<file path="config.mk">
export PLATFORM = sky130hd
export DESIGN_NAME = hall_call_sequencer
export DESIGN_NICKNAME = d
export VERILOG_FILES = /design/src/rtl/elevator_pkg.sv /design/src/rtl/hall_call_rr_arb.sv /design/src/rtl/hall_call_sequencer.sv
export SDC_FILE = /design/constraint.sdc
export NUM_CORES = 1
export LEC_CHECK = 0
export ABC_AREA = 1
export CORE_MARGIN = 3
export CORE_UTILIZATION = 45
export DETAILED_ROUTE_END_ITERATION = 7
export PLACE_DENSITY = 0.71
export RECOVER_POWER = 100
export SLEW_MARGIN = 0
export SYNTH_ARGS = -nofsm -noshare
export SYNTH_HDL_FRONTEND = slang
export SYNTH_SLANG_ARGS = --single-unit
</file>
<file path="constraint.sdc">
create_clock -name clk -period 3.86 [get_ports clk]
set_clock_uncertainty 0.2 [all_clocks]
set_input_delay 0.772 -clock clk [delete_from_list [all_inputs] [get_ports clk]]
set_output_delay 0.772 -clock clk [all_outputs]
set_load 0.01 [all_outputs]
</file>
<file path="src/rtl/elevator_pkg.sv">
// rtl/elevator_pkg.sv - shared elevator constants, types and hall-call index helpers
package elevator_pkg;

    localparam int NUM_FLOORS = 8;
    localparam int FLOOR_W    = 3;
    localparam int NUM_CALLS  = 16;

    typedef logic [FLOOR_W-1:0]           floor_t;
    typedef logic [$clog2(NUM_CALLS)-1:0] call_idx_t;

    localparam logic DIR_UP   = 1'b1;
    localparam logic DIR_DOWN = 1'b0;

    // Top-floor up call (7) and ground-floor down call (8) have no button.
    localparam logic [NUM_CALLS-1:0] CALL_LIVE_MASK = 16'hFE7F;

    function automatic floor_t call_floor(input call_idx_t idx);
        return idx[FLOOR_W-1:0];
    endfunction

    function automatic logic call_dir(input call_idx_t idx);
        return idx[FLOOR_W] ? DIR_DOWN : DIR_UP;
    endfunction

endpackage

</file>
<file path="src/rtl/hall_call_rr_arb.sv">
// rtl/hall_call_rr_arb.sv - combinational 16-way round-robin pick starting at ptr
module hall_call_rr_arb
    import elevator_pkg::*;
(
    input  logic [NUM_CALLS-1:0] req,
    input  call_idx_t            ptr,
    output logic                 any,
    output call_idx_t            idx,
    output logic [NUM_CALLS-1:0] grant
);

    call_idx_t cand;

    always_comb begin
        any   = 1'b0;
        idx   = '0;
        grant = '0;
        cand  = '0;
        for (int i = 0; i < NUM_CALLS; i++) begin
            cand = ptr + call_idx_t'(i);
            if (!any && req[cand]) begin
                any = 1'b1;
                idx = cand;
            end
        end
        if (any) begin
            grant[idx] = 1'b1;
        end
    end

endmodule

</file>
<file path="src/rtl/hall_call_sequencer.sv">
// rtl/hall_call_sequencer.sv - hall buttons to spaced single-cycle floor requests; HALL_CALL_DEBOUNCE_EN enables debounce
module hall_call_sequencer
    import elevator_pkg::*;
#(
    parameter int DEBOUNCE_CYCLES = 2_000_000,
    parameter int GAP_CYCLES      = 4
) (
    input  logic                  clk,
    input  logic                  reset,
    input  logic [NUM_FLOORS-1:0] btn_up,
    input  logic [NUM_FLOORS-1:0] btn_down,
    output logic                  valid_out,
    output logic                  direction,
    output floor_t                req_floor,
    output logic [NUM_CALLS-1:0]  pending
);

    localparam int GAP_W = $clog2(GAP_CYCLES + 1);

    logic [NUM_CALLS-1:0] raw, s1, s2, filt, filt_d, rise, grant;
    logic                 any, issue;
    call_idx_t            idx, rr_ptr;
    logic [GAP_W-1:0]     gap_cnt;

    assign raw = {btn_down, btn_up} & CALL_LIVE_MASK;

    always_ff @(posedge clk) begin
        if (reset) begin
            s1 <= '0;
            s2 <= '0;
        end else begin
            s1 <= raw;
            s2 <= s1;
        end
    end

`ifdef HALL_CALL_DEBOUNCE_EN
    localparam int TICK_W = $clog2(DEBOUNCE_CYCLES);

    logic [TICK_W-1:0]    tick_cnt;
    logic                 tick;
    logic [NUM_CALLS-1:0] samp, agree;

    assign tick  = (tick_cnt == TICK_W'(DEBOUNCE_CYCLES - 1));
    assign agree = ~(s2 ^ samp);

    // A level is accepted only when two consecutive tick samples match.
    always_ff @(posedge clk) begin
        if (reset) begin
            tick_cnt <= '0;
            samp     <= '0;
            filt     <= '0;
        end else begin
            tick_cnt <= tick ? '0 : tick_cnt + 1'b1;
            if (tick) begin
                samp <= s2;
                filt <= (s2 & agree) | (filt & ~agree);
            end
        end
    end
`else
    localparam int unused_debounce_cycles = DEBOUNCE_CYCLES;

    assign filt = s2;
`endif

    assign rise  = filt & ~filt_d;
    assign issue = any && (gap_cnt == '0);

    hall_call_rr_arb u_arb (
        .req   (pending),
        .ptr   (rr_ptr),
        .any   (any),
        .idx   (idx),
        .grant (grant)
    );

    // OR-ing rise after the grant clear lets a same-cycle re-press survive.
    always_ff @(posedge clk) begin
        if (reset) begin
            filt_d    <= '0;
            pending   <= '0;
            rr_ptr    <= '0;
            gap_cnt   <= '0;
            valid_out <= 1'b0;
            direction <= DIR_DOWN;
            req_floor <= '0;
        end else begin
            filt_d    <= filt;
            pending   <= (pending & ~(issue ? grant : '0)) | rise;
            valid_out <= issue;
            if (issue) begin
                req_floor <= call_floor(idx);
                direction <= call_dir(idx);
                rr_ptr    <= idx + 1'b1;
                gap_cnt   <= GAP_W'(GAP_CYCLES);
            end else if (gap_cnt != '0) begin
                gap_cnt <= gap_cnt - 1'b1;
            end
        end
    end

endmodule

</file>
# Word level (Yosys, flattened, before mapping)
# Cells that the tools add are included.
# Widths: inputs -> output; s select.
[word_totals]
regBits = 76
latchBits = 0
ramBits = 0
output_inout_bits = 21
in_bits = 18
word_cells = 158
memories = 0
mem_bits_ro = 0
[op_classes]
eq_ne = 0
mux = 71
order_cmp = 18
shift = 0
div_mod_pow = 0
n_bitwise = 5
reduce_logical = 36
n_addsub = 17
mul = 0
[ops]
columns = ["cell", "count"]
rows = [
  ["$lt 4x5->1 const B", 17],
  ["$bmux 1 s4", 16],
  ["$mux 4", 16],
  ["$mux 1", 34],
  ["$add 4x4->4 const B", 8],
  ["$and 16x16->16", 2],
  ["$mux 16", 2],
  ["$not 16->16", 2],
  ["$logic_and 1x1->1", 17],
  ["$add 4x3->4 const B", 4],
  ["$or 16x16->16", 1],
  ["$logic_not 1->1", 15],
  ["$add 4x1->4 const B", 2],
  ["$add 4x2->4 const B", 2],
  ["$mux 3", 2],
  ["$demux 1 s4", 1],
  ["$ge 4x1->1 const B", 1],
  ["$logic_not 3->1", 1],
  ["$reduce_bool 3->1", 1],
  ["$sub 3x1->3 const B", 1],
  ["$reduce_bool 2->1", 1],
  ["$reduce_or 2->1", 1],
]

# Longest topological paths before layout
[depth]
depth_word = 57
mapped_depth = 30
ltp_nobuf = 28

# By module
# A second synthesis with hierarchy kept.
[hier_totals]
cells_unflattened = 694
hier_area_um2 = 4322.9
[modules_own_cells]
columns = ["mod", "cells_each", "area_each_um2", "seq_area_each_um2", "instances"]
rows = [
  ["hall_call_sequencer", 309, 2421.1, 1401.3, 1],
  ["hall_call_rr_arb", 385, 1901.8, 0.0, 1],
]

# Worst setup path before layout
# No wires, ideal clock.
[synth_path]
kind = "register to register"
start = "reg rr_ptr[1]"
end = "reg pending[13]"
n_path_buf = 2
path_stages_with_launch = 25
synth_period_minus_slack_ns = 3.892
required_time_ns = 3.540
setup_time_ns = 0.120
t_arrival_ns = 3.572
path_slack_ns = -0.032
cell_sequence = "dfxtp_1 inv_1 buf_2 ha_1 inv_1 clkbuf_1 nand3_1 nand3_1 nand3_1 nand2_2 nand4_1 nor2_1 nand4_1 nor2_4 nand4_4 nor2_4 nand4_2 nor2_1 o21bai_2 ha_1 inv_1 nor2_1 inv_1 nor2_1 o22ai_1"
[synth_between]
elab_chain_len = 57
elab_cells_between_ends = 120
cone_classes = "15 x add/sub; 2 x order compare; 68 x mux; 3 x bitwise; 32 x reduce/logical"
[synth_rtl]
columns = ["element", "line", "source"]
rows = [
  ["start: declaration", "hall_call_sequencer.sv:22", "call_idx_t idx, rr_ptr;"],
  ["start signal: assignment", "hall_call_sequencer.sv:95", "rr_ptr <= idx + 1'b1;"],
  ["parallel branches: the longest is 53 deep, another holds $add 4x1->4", "n/a", ""],
  ["$mux 16 *", "hall_call_sequencer.sv:90", "pending <= (pending & ~(issue ? grant : '0)) | rise;"],
  ["$not 16->16 *", "hall_call_sequencer.sv:90", ""],
  ["$and 16x16->16 *", "hall_call_sequencer.sv:90", ""],
  ["$or 16x16->16 *", "hall_call_sequencer.sv:90", ""],
  ["end signal: assignment", "hall_call_sequencer.sv:90", ""],
  ["end: declaration", "hall_call_sequencer.sv:15", "output logic [NUM_CALLS-1:0] pending"],
]
# Every way passes the cells marked *. The select of a mux whose other input is x is not followed.
# A chain may end at the register's enable or synchronous reset.

# Worst setup path after layout
[layout_path]
start = "reg rr_ptr[1]"
end = "reg pending[14]"
[layout_between]
elab_chain_len = 57
elab_cells_between_ends = 120
cone_classes = "15 x add/sub; 2 x order compare; 68 x mux; 3 x bitwise; 32 x reduce/logical"
[layout_rtl]
columns = ["element", "line", "source"]
rows = [
  ["parallel branches: the longest is 47 deep, another holds $add 4x1->4", "n/a", ""],
  ["$mux 4 *", "hall_call_rr_arb.sv:21", "if (!any && req[cand]) begin"],
  ["via idx[1]", "hall_call_sequencer.sv:22", ""],
  ["$lt 4x5->1 (implied by the code) / $ge 4x1->1 (equally long branches)", "hall_call_rr_arb.sv:27", "grant[idx] = 1'b1;"],
  ["$logic_and 1x1->1 (implied by the code)", "hall_call_rr_arb.sv:27", ""],
  ["$mux 1 (implied by the code)", "hall_call_rr_arb.sv:27", ""],
  ["$demux 1 s4 *", "n/a", ""],
  ["$mux 16 *", "hall_call_rr_arb.sv:26", "if (any) begin"],
  ["$mux 16 *", "hall_call_sequencer.sv:90", ""],
  ["$not 16->16 *", "hall_call_sequencer.sv:90", ""],
  ["$and 16x16->16 *", "hall_call_sequencer.sv:90", ""],
  ["$or 16x16->16 *", "hall_call_sequencer.sv:90", ""],
]
# Mark *: on every way through the listed nets, which the timed path passes. The select of a mux whose other input is x is not followed.

==> run summary <==
status -> finished, violations left
violated checks -> DRC
data required time of the worst path -> 3880 ps
final slew viol count -> 0
CP peak stage delay -> 340 ps
endpoints failing hold -> 0
via count -> 4,306
num rows -> 34
crit-path max FO -> 11
starting density of the core -> 46.6%
Max VDD drop -> 0.393 mV
DRC -> 1
leading cell type in the layout, fill and taps excluded -> nand2_1
Mapped Cells -> 654
slew at the pin closest to its max-slew limit -> 1180 ps
CTS tree -> done
clock sink count -> 70
min-delay worst type -> register to register
pre-CTS setup slack -> -57.1 ps
most frequent cells in the layout -> nand2_1 (165), inv_1 (98), nand3_1 (93)
Root Driver -> clkbuf_8
Distinct cells, synth -> 36
I/O pin cnt -> 39
Synth Net Count -> 683
final antenna-violating net count -> 0
layout cells sized above 1 -> 17.1%
P&R area growth vs syn -> 29.6%
FMAX -> 270 MHz
Total Wirelength -> 12,000 um
synthesized area per cell -> 6.27 um2
CP Data Arrival Time -> 3730 ps
hold path cells -> 2
Max Cap Viol -> 0
multiplexer share of the synthesized area -> 0%
endpoint class of the critical path -> register
Die X -> 101 um
GRT Total Usage -> 23.1%
vias in the first global route -> 3,909
Avg Vias per Cell -> 5.13
total grt overflow -> 0
wire per inst -> 14.3 um
Detailed Place HPWL -> 8860 um
Nets -> 756
first-pass GRT wire length -> 18,600 um
post-synthesis register bit count -> 70
1st-iter DRT viols -> 226
Simple-Gate Fraction of Synth Area -> 43.1%
TNS Setup -> 0 ps
period utilisation layout -> 96.0%
final setup vio count -> 0
Slowest cell on crit path -> dfxtp_2
Die H -> 101 um
cell family contributing the most delay on the critical path -> simple AND/OR/NAND/NOR gates
Mapped Area -> 4100 um2
largest family of logic cells by synthesized area -> simple AND/OR/NAND/NOR gates
CORE AREA -> 8810 um2
yosys synthesis warning count -> 0
FFs w/ async S/R, synth -> 0%
ys flop type -> dfxtp_1
critical path cell sequence -> inv_2 -> buf_12 -> ha_1 -> nand2_1 -> nand2_2 -> xor2_2 -> nand3_1 -> nand2_2 -> nand4_1 -> nor2_1 -> nand4_1 -> nor2_4 -> nand4_4 -> nor2_4 -> nand4_4 -> nand2_2 -> nor2_1 -> nor2_2 -> ha_1 -> inv_1 -> nor2_4 -> inv_1 -> nor2_1 -> o22ai_1
Reg clk slew, reported paths -> 70 ps
WS Path Type -> register to register
max_slew headroom -> 21.5%
Fillers -> 828
Port Buffers -> 36
adder-cell share of the synthesized area -> 3.36%
drt pass-1 iters -> 8
die area -> 10,300 um2
fin crit period -> 3710 ps
Static Leak -> 0.00260 uW
# H-tree levels -> 3
R2R cell count -> 24
post-synthesis xor/xnor area fraction -> 2.11%
n_diodes -> 0
largest net degree at the start of global routing -> 30
register area share after synthesis -> 34.2%
clk_lat worst skew -> 340 ps
total CTS buffers -> 9
pwr/cell area -> 964 nW/um2
EDFF count, synth -> 0
antenna violations before repair -> 0
post-synthesis compound-gate area fraction -> 5.28%
Startpoint Class -> register
largest buffer count on any clock path -> 2
worst setup margin -> 154 ps
WP depth -> 24
CP Buf/Inv Count -> 4
GPL Wtd Cong -> 0.938
Yosys cell counts (2+ instances only):
master	instances	area, um2
a21oi_1	7	35.0
buf_1	3	11.3
buf_2	4	20.0
buf_4	3	22.5
clkbuf_1	5	18.8
clkinv_1	2	7.51
dfxtp_1	70	1400
ha_1	11	138
inv_1	101	379
inv_2	9	33.8
nand2_1	172	646
nand2_2	6	37.5
nand3_1	105	526
nand3_2	3	30.0
nand4_1	10	62.6
nor2_1	90	338
nor2_2	4	25.0
nor2_4	3	33.8
nor3_1	4	20.0
o21a_1	3	22.5
o21ai_0	5	25.0
o21ai_1	8	40.0
o22ai_1	7	43.8
xnor2_1	2	17.5
xor2_1	6	52.6
repair_timing:
item | 4_1_cts | 5_1_grt
gates resized for setup | 6 | 60
hold buffers | 0 | 0
buffers inserted | 1 | 13
endpoints found under the setup margin | 7 | 25
gates cloned | 0 | 0
pin swaps | 1 | 12
cells by family after synthesis:
group           after synthesis
compound gates               36
buf+inv                     127
flops                        70
xor+xnor                      9
fa+ha+maj                    11
simple gates                401
worst min-delay path, cell delays in order, from the launching register on:
cell	delay, ps
dfxtp_1	300
inv_1	40
nor2_1	30
area by class of cell:
class / instances / area [um2] / share of cell area, %
clock inverter: 1 / 5.00 / 0.0942
inverter: 112 / 425 / 8.00
multi-input combinational: 457 / 2460 / 46.3
timing repair buffer: 77 / 722 / 13.6
sequential: 70 / 1410 / 26.4
tap: 108 / 135 / 2.54
clock buffer: 14 / 163 / 3.06
report_power, final:
part / leakage (uW) / total, uW / switching [uW] / internal [uW]
registers: 0.000577 / 871 / 60.6 / 810
clock network: 0.0000865 / 506 / 241 / 265
logic: 0.00194 / 3740 / 2380 / 1360
total: 0.00260 / 5120 / 2690 / 2430
state kept, by name, indices dropped and copies added, names as in the netlist:
register and cells:
valid_out 1, pending 16, req_floor 3, filt_d 14, gap_cnt 3, filt 14
s1 14, rr_ptr 4, direction 1
final timing paths:
kind                   from     endpoint  slack [ps]
hold / removal       s1[11]     filt[11]         200
setup / recovery  rr_ptr[1]  pending[14]         150
setup reg to reg  rr_ptr[1]  pending[14]         150
hold reg to reg      s1[11]     filt[11]         200
per-layer routing:
layer	global-route usage, %	share of wire [%]	up-vias	routed length (um)
li1	-	-	2189	-
met1	28.0	41	1939	4900
met2	41.1	51	142	6060
met3	3.10	5.0	36	597
met4	9.00	3.4	0	403
met5	0	0	-	0
per-stage QoR:
step           hold WS (ps)  cells  cell area (um2)  total power [uW]  utilization (%)
2_1_floorplan           188    654             4100              3100                -
3_3_place_gp            189    810             4750              4010             53.9
3_5_place_dp            192    810             4750              4070             53.9
4_1_cts                 201    826             4960              4640             56.3
5_1_grt                 219    839             5320              5580             60.4
6_report                199    839             5320              5120             60.4
(Power assumes the default switching activity.)
